<file path="config.mk">
export PLATFORM = sky130hd
export DESIGN_NAME = cache_port_arbiter
export DESIGN_NICKNAME = d
export VERILOG_FILES = /design/src/rtl/cache_port_arbiter_pkg.sv /design/src/rtl/cache_port_arbiter_sat_counter.sv /design/src/rtl/cache_port_arbiter.sv
export SDC_FILE = /design/constraint.sdc
export NUM_CORES = 1
export LEC_CHECK = 0
export ABC_AREA = 0
export ABC_CLOCK_PERIOD_IN_PS = 8970
export CAP_MARGIN = 5
export CORE_AREA = 2 2 165 167
export DETAILED_ROUTE_END_ITERATION = 12
export DIE_AREA = 0 0 167 169
export PLACE_DENSITY = 0.73
export SYNTH_ARGS = -nofsm -noshare
export SYNTH_HDL_FRONTEND = slang
export SYNTH_SLANG_ARGS = --single-unit
</file>
<file path="constraint.sdc">
create_clock -name clk -period 8.97 [get_ports clk]
set_clock_uncertainty 0.15 [all_clocks]
set_input_delay 1.3455 -clock clk [delete_from_list [all_inputs] [get_ports clk]]
set_output_delay 1.3455 -clock clk [all_outputs]
set_load 0.02 [all_outputs]
</file>
<file path="src/rtl/cache_port_arbiter_pkg.sv">
// Shared types and helpers for the two-port cache arbiter.
// Port 0 is instruction fetch, port 1 is data load/store.
package cache_arb_pkg;

    typedef enum logic [1:0] {
        ARB_IDLE   = 2'd0,
        ARB_ACTIVE = 2'd1,
        ARB_RESP   = 2'd2
    } arb_state_t;

    localparam logic PORT_I = 1'b0;
    localparam logic PORT_D = 1'b1;

    // A tie goes to the port that was not served last (round-robin) or to port 0.
    function automatic logic pick_winner(input logic req0, input logic req1,
                                         input logic last, input logic rr_en);
        if (req0 && req1)
            return rr_en ? ~last : PORT_I;
        return req1 ? PORT_D : PORT_I;
    endfunction

endpackage

</file>
<file path="src/rtl/cache_port_arbiter_sat_counter.sv">
// Saturating up-counter used for the per-port performance statistics.
module sat_counter #(
    parameter int W = 32
) (
    input  logic         clk,
    input  logic         rst,
    input  logic         inc,
    output logic [W-1:0] cnt
);

    always_ff @(posedge clk or posedge rst) begin
        if (rst)
            cnt <= '0;
        else if (inc && (cnt != {W{1'b1}}))
            cnt <= cnt + 1'b1;
    end

endmodule

</file>
<file path="src/rtl/cache_port_arbiter.sv">
// Shares one cache between the fetch port and the load/store port; grant is
// held until the cache stops missing, then one RESP cycle returns the data.
module cache_port_arbiter
    import cache_arb_pkg::*;
#(
    parameter bit RR_EN = 1'b1,
    parameter int CNT_W = 32
) (
    input  logic             clk,
    input  logic             rst,
    input  logic             p0_rd_req,
    input  logic             p0_wr_req,
    input  logic [31:0]      p0_addr,
    input  logic [31:0]      p0_wr_data,
    output logic [31:0]      p0_rd_data,
    output logic             p0_done,
    input  logic             p1_rd_req,
    input  logic             p1_wr_req,
    input  logic [31:0]      p1_addr,
    input  logic [31:0]      p1_wr_data,
    output logic [31:0]      p1_rd_data,
    output logic             p1_done,
    output logic [31:0]      c_addr,
    output logic             c_rd_req,
    output logic             c_wr_req,
    output logic [31:0]      c_wr_data,
    input  logic [31:0]      c_rd_data,
    input  logic             c_miss,
    output logic             owner,
    output logic             busy,
    output logic [CNT_W-1:0] p0_acc_cnt,
    output logic [CNT_W-1:0] p1_acc_cnt,
    output logic [CNT_W-1:0] p0_miss_cyc,
    output logic [CNT_W-1:0] p1_miss_cyc
);

    arb_state_t  state;
    logic        last_owner;
    logic [31:0] p0_hold, p1_hold;
    logic        req0, req1, active, resp;
    logic        sel_rd, sel_wr;
    logic [31:0] sel_addr, sel_wdata;

    assign req0   = p0_rd_req | p0_wr_req;
    assign req1   = p1_rd_req | p1_wr_req;
    assign active = (state == ARB_ACTIVE);
    assign resp   = (state == ARB_RESP);
    assign busy   = active | resp;

    always_ff @(posedge clk or posedge rst) begin
        if (rst) begin
            state      <= ARB_IDLE;
            owner      <= PORT_I;
            last_owner <= PORT_D;
            p0_hold    <= '0;
            p1_hold    <= '0;
        end else begin
            case (state)
                ARB_IDLE: begin
                    if (req0 || req1) begin
                        owner <= pick_winner(req0, req1, last_owner, RR_EN);
                        state <= ARB_ACTIVE;
                    end
                end
                ARB_ACTIVE: begin
                    if (!c_miss) begin
                        state      <= ARB_RESP;
                        last_owner <= owner;
                    end
                end
                ARB_RESP: begin
                    state <= ARB_IDLE;
                    if (owner == PORT_I)
                        p0_hold <= c_rd_data;
                    else
                        p1_hold <= c_rd_data;
                end
                default: state <= ARB_IDLE;
            endcase
        end
    end

    // Cache side follows the owner's live inputs; a read wins over a write.
    assign sel_rd    = (owner == PORT_I) ? p0_rd_req  : p1_rd_req;
    assign sel_wr    = (owner == PORT_I) ? p0_wr_req  : p1_wr_req;
    assign sel_addr  = (owner == PORT_I) ? p0_addr    : p1_addr;
    assign sel_wdata = (owner == PORT_I) ? p0_wr_data : p1_wr_data;

    assign c_rd_req  = active & sel_rd;
    assign c_wr_req  = active & sel_wr & ~sel_rd;
    assign c_addr    = active ? sel_addr  : '0;
    assign c_wr_data = active ? sel_wdata : '0;

    assign p0_done    = resp & (owner == PORT_I);
    assign p1_done    = resp & (owner == PORT_D);
    assign p0_rd_data = p0_done ? c_rd_data : p0_hold;
    assign p1_rd_data = p1_done ? c_rd_data : p1_hold;

    // Counter order: p0 acc, p1 acc, p0 miss, p1 miss.
    logic [3:0]            cnt_inc;
    logic [3:0][CNT_W-1:0] cnt_val;

    assign cnt_inc[0] = active & ~c_miss & (owner == PORT_I);
    assign cnt_inc[1] = active & ~c_miss & (owner == PORT_D);
    assign cnt_inc[2] = active &  c_miss & (owner == PORT_I);
    assign cnt_inc[3] = active &  c_miss & (owner == PORT_D);

    genvar gi;
    generate
        for (gi = 0; gi < 4; gi++) begin : g_cnt
            sat_counter #(.W(CNT_W)) u_cnt (
                .clk (clk),
                .rst (rst),
                .inc (cnt_inc[gi]),
                .cnt (cnt_val[gi])
            );
        end
    endgenerate

    assign p0_acc_cnt  = cnt_val[0];
    assign p1_acc_cnt  = cnt_val[1];
    assign p0_miss_cyc = cnt_val[2];
    assign p1_miss_cyc = cnt_val[3];

endmodule

</file>
==> results of run 1 <==
-- worst register-to-register path: cells and delay by family, from the launching register on --
kind	cells	cell delay [ns]
and+or+nand+nor	4	1.67
buffers and inverters	1	0.11
DFF	1	0.38
xor gates and xnor gates	1	0.15
adders and majority gates	1	0.48
-- worst max path at each step --
| stage | from | end | slack (ns) | depth (start not counted) |
|---|---|---|---|---|
| final | owner | c_wr_data[3] | 4.50 | 4 |
| after global routing | owner | c_addr[31] | 4.32 | 4 |
| after CTS | owner | c_addr[31] | 4.43 | 4 |
| after detailed placement | p1_wr_req | c_wr_req | 4.66 | 4 |
| after global placement | p0_rd_req | c_wr_req | 4.66 | 5 |
| after floorplan | rst | g_cnt[0].u_cnt.cnt[0] | 2.14 | 1 |
-- area by class of cell --
type / instances / area, µm²
Fill cell: 2253 / 11400
Sequential cell: 196 / 4910
Multi-Input combinational cell: 639 / 4790
Timing Repair Buffer: 433 / 4320
Clock buffer: 19 / 443
Tap cell: 341 / 427
Clock inverter: 12 / 148
Inverter: 18 / 75.1
Antenna cell: 5 / 12.5
-- routing by layer --
metal	GRT usage (%)	up-vias	routed length, µm
met4	7.31	0	413
met3	4.63	27	1660
met1	27.2	4096	12700
met2	39.5	278	16900
li1	-	3971	-
met5	0	-	0
-- kinds of logic after synthesis --
logic type	Yosys count	share of synthesized area, %
mux	140	15.1
simple gates	349	19.6
compound gates	26	2.42
flops	196	49.5
xor+xnor	116	10.2
buf+inv	50	2.19
fa+ha+maj	8	1.01
-- flip-flops by register name, indices dropped and copies added (netlist names) --
name / flops
last_owner: 1
g_cnt.u_cnt.cnt: 128
state: 2
p1_hold: 32
owner: 1
p0_hold: 32
-- where the power goes --
part	switching, mW	total [mW]	internal, mW
Sequential	0.0979	1.18	1.08
Combinational	1.02	1.96	0.947
Clock	0.348	0.772	0.424
Total	1.46	3.91	2.45
-- through the flow --
stage | hold slack (ns) | power (mW) | setup slack [ns] | cells
after global routing | 0.352 | 4.11 | 4.32 | 1662
final | 0.340 | 3.91 | 4.50 | 1663
after floorplan | 0.308 | 2.26 | 2.14 | 885
after CTS | 0.344 | 3.96 | 4.43 | 1658
after detailed placement | 0.331 | 3.17 | 4.66 | 1627
after global placement | 0.327 | 3.15 | 4.66 | 1627
-- layout by cell type (no fill, tap or decap), drive strengths merged, types with 2 or more instances in the layout --
| cell | synthesis | routed |
|---|---|---|
| ha | 8 | 8 |
| clkbuf | 11 | 19 |
| and3 | 25 | 25 |
| xnor2 | 91 | 91 |
| a21oi | 2 | 2 |
| nor3b | 3 | 3 |
| diode | 0 | 5 |
| clkdlybuf4s50 | 0 | 428 |
| nor2 | 95 | 95 |
| nor3 | 17 | 17 |
| nand4 | 50 | 50 |
| o211ai | 3 | 3 |
| o2111ai | 4 | 4 |
| a2111oi | 2 | 2 |
| and4 | 10 | 10 |
| o21ai | 5 | 5 |
| or2 | 4 | 4 |
| nand2 | 51 | 51 |
| nand4b | 4 | 4 |
| dfrtp | 195 | 195 |
| inv | 18 | 22 |
| nand2b | 4 | 4 |
| o21a | 3 | 3 |
| xor2 | 25 | 25 |
| bufinv | 0 | 2 |
| clkinv | 0 | 3 |
| buf | 21 | 5 |
| nand3 | 54 | 54 |
| mux2 | 75 | 75 |
| nand3b | 2 | 2 |
| mux2i | 65 | 65 |
| clkinvlp | 0 | 3 |
| and2 | 8 | 8 |
| nor4b | 3 | 3 |
| a31oi | 2 | 2 |
| nor4 | 13 | 13 |
==> summary.md, run 1 <==
| Metric | Value |
|---|---|
| Outcome | `finished clean` |
| Slew margin rel. | `28.2%` |
| Critical path class | `reg2out` |
| Synthesized area | `9920 µm²` |
| Worst path slowest cell | `buf_4` |
| Pin count of the biggest net entering global routing | `120` |
| Worst flop-to-flop path startpoint | `state[1]` |
| Global-route wire length before repair | `49500 µm` |
| Worst EP arrival | `2.97 ns` |
| Routed WL | `31600 µm` |
| Fin area | `15100 µm²` |
| I/O pin count | `429` |
| Leak pwr | `6.35 nW` |
| Die ar. | `28200 µm²` |
| Core area | `26500 µm²` |
| Number of max-cap violations | `0` |
| Hold depth | `2` |
| Hold Path End | `last_owner` |
| Cell row count | `60` |
| Detailed Place HPWL | `24400 µm` |
| Synth area leader | `dfrtp_1` |
| Reg2reg setup slack | `5.92 ns` |
| Vias in the first global route | `8441` |
| Pins over their slew limit | `0` |
| Area share of the largest cell type after synthesis | `49.2%` |
| Sum of buffers and inverters on the critical path | `2` |
| Worst-path fanout max | `65` |
| Total setup buffers inserted after CTS | `0` |
| Area after DPL | `14500 µm²` |
| DRT iter0 DRCs | `503` |
| Post-synthesis cell type count | `54` |
| Worst-margin pin slew | `1.08 ns` |
| Die Ht | `169 µm` |
| Antenna violations before repair | `5` |
| Hold Buf Count CTS | `0` |
| Share of cells above drive strength 1 | `11.0%` |
| Async SR Flop Fraction | `100%` |
| Critical Path RT | `7.47 ns` |
| Power per Cell Area | `259 nW/µm²` |
| Crit start category | `register` |
| CTS Buf Count | `17` |
| Die Wd | `167 µm` |
| Worst Hold Class | `reg2reg` |
| CTS tree | `yes` |
| Final Hold Vio Count | `0` |
| Ys Warns | `0` |
| Initial core utilization | `37.4%` |
| Tmin final | `4.47 ns` |
| Root buffer cell | `clkbuf_16` |
| Critical path's top delay family | `buffers and inverters` |
| Worst path max stage delay | `0.83 ns` |
| Peak supply drop | `0.169 mV` |
| Peak Freq | `0.224 GHz` |
| DR DRC count | `0` |
| Ys flop type | `dfrtp_1` |
| Worst-Skew Late Latency | `0.43 ns` |
| Top-count cell post-synth | `dfrtp_1` |
| Via count | `8372` |
| # port buffers | `428` |
| Number of flops mapped to enable cells by yosys | `0` |
| Clock transition at path regs | `0.07 ns` |
| Net Count, Synth | `1060` |
| Tcrit/Tclk final | `49.8%` |
| Final setup viols | `0` |
| Top cells by area, synth | `dfrtp_1, mux2_2, xnor2_1, mux2i_1, nor2_1` |
| Hold path startpoint | `last_owner` |
| Mean Syn Cell Area | `11.2 µm²` |
| Seq/Total Area, Yosys | `49.5%` |
| Fin util | `57.1%` |
| Gate Count Post-Synth | `885` |
| Worst R2R End | `g_cnt[3].u_cnt.cnt[31]` |
| Initial DRT Pass Iterations | `5` |
| Clock Sink Count | `196` |
| Commonest cells in the netlist | `dfrtp_1, nor2_1, xnor2_1, mux2_2, mux2i_1` |
| Clk buf depth | `2` |
| Layout Nets | `1480` |
| CP Cell Sequence | `buf_4 > mux2i_1 > nor2_1 > clkdlybuf4s50_1` |
| Tot GR Track Use | `22.3%` |
| Gpl congestion | `0.878` |
| Critical path endpoint category | `primary output` |
| Post-CTS sizing | `0` |
| Global route overflow | `0` |
| CTS H-Tree Depth | `4` |
| RSZ-0062 raised after global routing | `false` |
| Routed Antenna Nets | `0` |
| Post-route setup TNS | `0 ns` |
| #FFs+latches synth | `196` |
| Drt wl/cell | `19.0 µm` |
| Drt via density | `5.03` |
| P&R area growth vs syn | `52.6%` |
| R2r worst-path depth | `7` |
No activity file was read; power rests on OpenSTA's default activity.
==> run 2: changes to the inputs <==
--- a/config.mk
+++ b/config.mk
@@ -6,7 +6,7 @@
 export NUM_CORES = 1
 export LEC_CHECK = 0
 export ABC_AREA = 0
-export ABC_CLOCK_PERIOD_IN_PS = 8970
+export ABC_CLOCK_PERIOD_IN_PS = 4600
 export CAP_MARGIN = 5
 export CORE_AREA = 2 2 165 167
 export DETAILED_ROUTE_END_ITERATION = 12
==> constraint.sdc (replaced) <==
create_clock -name clk -period 4.6 [get_ports clk]
set_clock_uncertainty 0.15 [all_clocks]
set_input_delay 0.69 -clock clk [delete_from_list [all_inputs] [get_ports clk]]
set_output_delay 0.69 -clock clk [all_outputs]
set_load 0.02 [all_outputs]
==> summary.md, run 2 (synthesis results as in run 1) <==
| Metric | Value |
|---|---|
| Cell row count | `60 (unchanged)` |
| Critical path class | `reg2out` |
| Die Ht | `169 µm (unchanged)` |
| Root buffer cell | `clkbuf_16` |
| Post-route insts no fill | `1666 (+0.18%)` |
| CTS Buf Count | `17 (unchanged)` |
| Pins over their slew limit | `0 (unchanged)` |
| RSZ-0062 raised after global routing | `false` |
| DRT iter0 DRCs | `349 (-31%)` |
| Area after DPL | `14600 µm² (+0.35%)` |
| Critical path's top delay family | `buffers and inverters` |
| Commonest non-fill, non-tap cell in the layout | `clkdlybuf4s50_1` |
| Critical Path RT | `3.76 ns (-3.71 ns)` |
| Final Hold Vio Count | `0 (unchanged)` |
| Tot GR Track Use | `22.4% (+0.071 points)` |
| Worst path max stage delay | `0.62 ns (-0.21 ns)` |
| Post-route setup TNS | `0 ns (unchanged)` |
| Largest register FFs | `128 (unchanged)` |
| Critical path endpoint category | `primary output` |
| Fin area | `15200 µm² (+0.51%)` |
| Slew margin rel. | `49.2% (+21 points)` |
| Worst Hold Class | `reg2reg` |
| Global-route wire length before repair | `49100 µm (-0.71%)` |
| Gpl congestion | `0.875 (-0.34%)` |
| Worst hold slack | `0.338 ns (-0.00199 ns)` |
| Clock Sink Count | `196 (unchanged)` |
| Fin worst setup slack | `0.870 ns (-3.63 ns)` |
| Worst EP arrival | `2.89 ns (-0.08 ns)` |
| Tmin final | `3.73 ns` |
| Clk buf depth | `2 (unchanged)` |
| Final setup viols | `0 (unchanged)` |
| Outcome | `finished clean` |
| Crit start category | `register` |
| CTS H-Tree Depth | `4 (unchanged)` |
| Worst-path fanout max | `48 (-26%)` |
| Worst-Skew Late Latency | `0.44 ns (about the same)` |
| Worst-margin pin slew | `0.758 ns (-0.318 ns)` |
| Tcrit/Tclk final | `81.1%` |
| Overall power | `7.70 mW (+97%)` |
| Post-CTS sizing | `0 (unchanged)` |
| Leak pwr | `6.40 nW (+0.72%)` |
| Layout Nets | `1484 (+0.27%)` |
| DR DRC count | `0 (unchanged)` |
| Total setup buffers inserted after CTS | `0 (unchanged)` |
| P&R area growth vs syn | `53.3%` |
| Hold Buf Count CTS | `0 (unchanged)` |
| CP Cell Sequence | `inv_1 > ha_1 > inv_2 > buf_4 > nor2_1 > clkdlybuf4s50_1` |
| Peak Freq | `0.268 GHz` |
| # port buffers | `428 (unchanged)` |
| Drt via density | `5.06 (+0.54%)` |
| Via count | `8432 (+0.72%)` |
| Core area | `26500 µm² (unchanged)` |
| Antenna violations before repair | `6 (+1)` |
| Pin count of the biggest net entering global routing | `88 (-27%)` |
| Number of max-cap violations | `0 (unchanged)` |
| Global route overflow | `0 (unchanged)` |
| CTS tree | `yes` |
| Initial core utilization | `37.4% (unchanged)` |
| Placed insts | `1631 (+0.25%)` |
| Peak supply drop | `0.358 mV (+110%)` |
| Largest registers | `g_cnt.u_cnt.cnt (128), p0_hold (32), p1_hold (32)` |
| Clock transition at path regs | `0.07 ns (about the same)` |
| I/O pin count | `429 (unchanged)` |
| Fin util | `57.4% (+0.29 points)` |
| Vias in the first global route | `8469 (+0.33%)` |
| Drt wl/cell | `19.3 µm (+1.7%)` |
| Post-Place Worst Slack | `1.30 ns (-3.36 ns)` |
| Routed Antenna Nets | `0 (unchanged)` |
| Most frequent cells in the layout | `clkdlybuf4s50_1, dfrtp_1, nor2_1` |
| Initial DRT Pass Iterations | `6 (+1)` |
| Reg with most FFs | `g_cnt.u_cnt.cnt` |
| Sum of buffers and inverters on the critical path | `4 (+2)` |
| Number of fill cells | `2234 (-0.84%)` |
| Die ar. | `28200 µm² (unchanged)` |
| Power per Cell Area | `506 nW/µm² (+96%)` |
| Share of cells above drive strength 1 | `11.2% (+0.20 points)` |
| Worst path slowest cell | `clkdlybuf4s50_1` |
| Die Wd | `167 µm (unchanged)` |
| Routed WL | `32200 µm (+1.9%)` |
| Detailed Place HPWL | `24900 µm (+2.1%)` |
[run 2: cell count changes in the layout (fill, tap and decap cells not counted)]
cell,before,now
inv_8,4,0
buf_12,0,2
buf_4,5,7
bufinv_16,2,4
clkinvlp_4,3,1
inv_6,1,3
clkinv_2,1,2
[run 2: layout make-up]
cell class | instances | area (µm²) | share of cell area, %
Timing Repair Buffer | 437 | 4380 | 28.8
Antenna cell | 5 | 12.5 | 0.0823
Tap cell | 341 | 427 | 2.81
Multi-Input combinational cell | 639 | 4790 | 31.5
Inverter | 18 | 71.3 | 0.469
Sequential cell | 196 | 4910 | 32.3
Clock buffer | 19 | 443 | 2.91
Clock inverter | 11 | 174 | 1.14
[run 2: path summary, 6_finish.rpt]
path | slack (ns) | endpoint | cells past startpoint | start
max in group asynchronous | 2.88 | g_cnt[0].u_cnt.cnt[0] | 3 | rst
min in group asynchronous | 0.56 | g_cnt[1].u_cnt.cnt[24] | 2 | rst
hold / removal | 0.34 | last_owner | 2 | last_owner
setup / recovery | 0.87 | c_addr[18] | 6 | state[1]
hold reg to reg | 0.34 | last_owner | 2 | last_owner
setup reg to reg | 1.89 | g_cnt[3].u_cnt.cnt[1] | 6 | g_cnt[3].u_cnt.cnt[0]
[run 2: tightest hold or removal path, cell delays in order (launching register included)]
cell and delay [ns]:
dfstp_2 0.37, o21ai_0 0.06, nand2_1 0.06
[run 2: layer usage]
layer	track usage, %	share of wire, %
met1	26.5	40
met2	39.2	52
met3	4.82	4.9
met4	9.78	2.9
met5	0	0
[run 2: power breakdown]
part | internal [mW] | switching, mW | total [mW]
Sequential | 2.10 | 0.227 | 2.33
Combinational | 1.85 | 1.93 | 3.78
Clock | 0.925 | 0.662 | 1.59
Total | 4.88 | 2.82 | 7.70
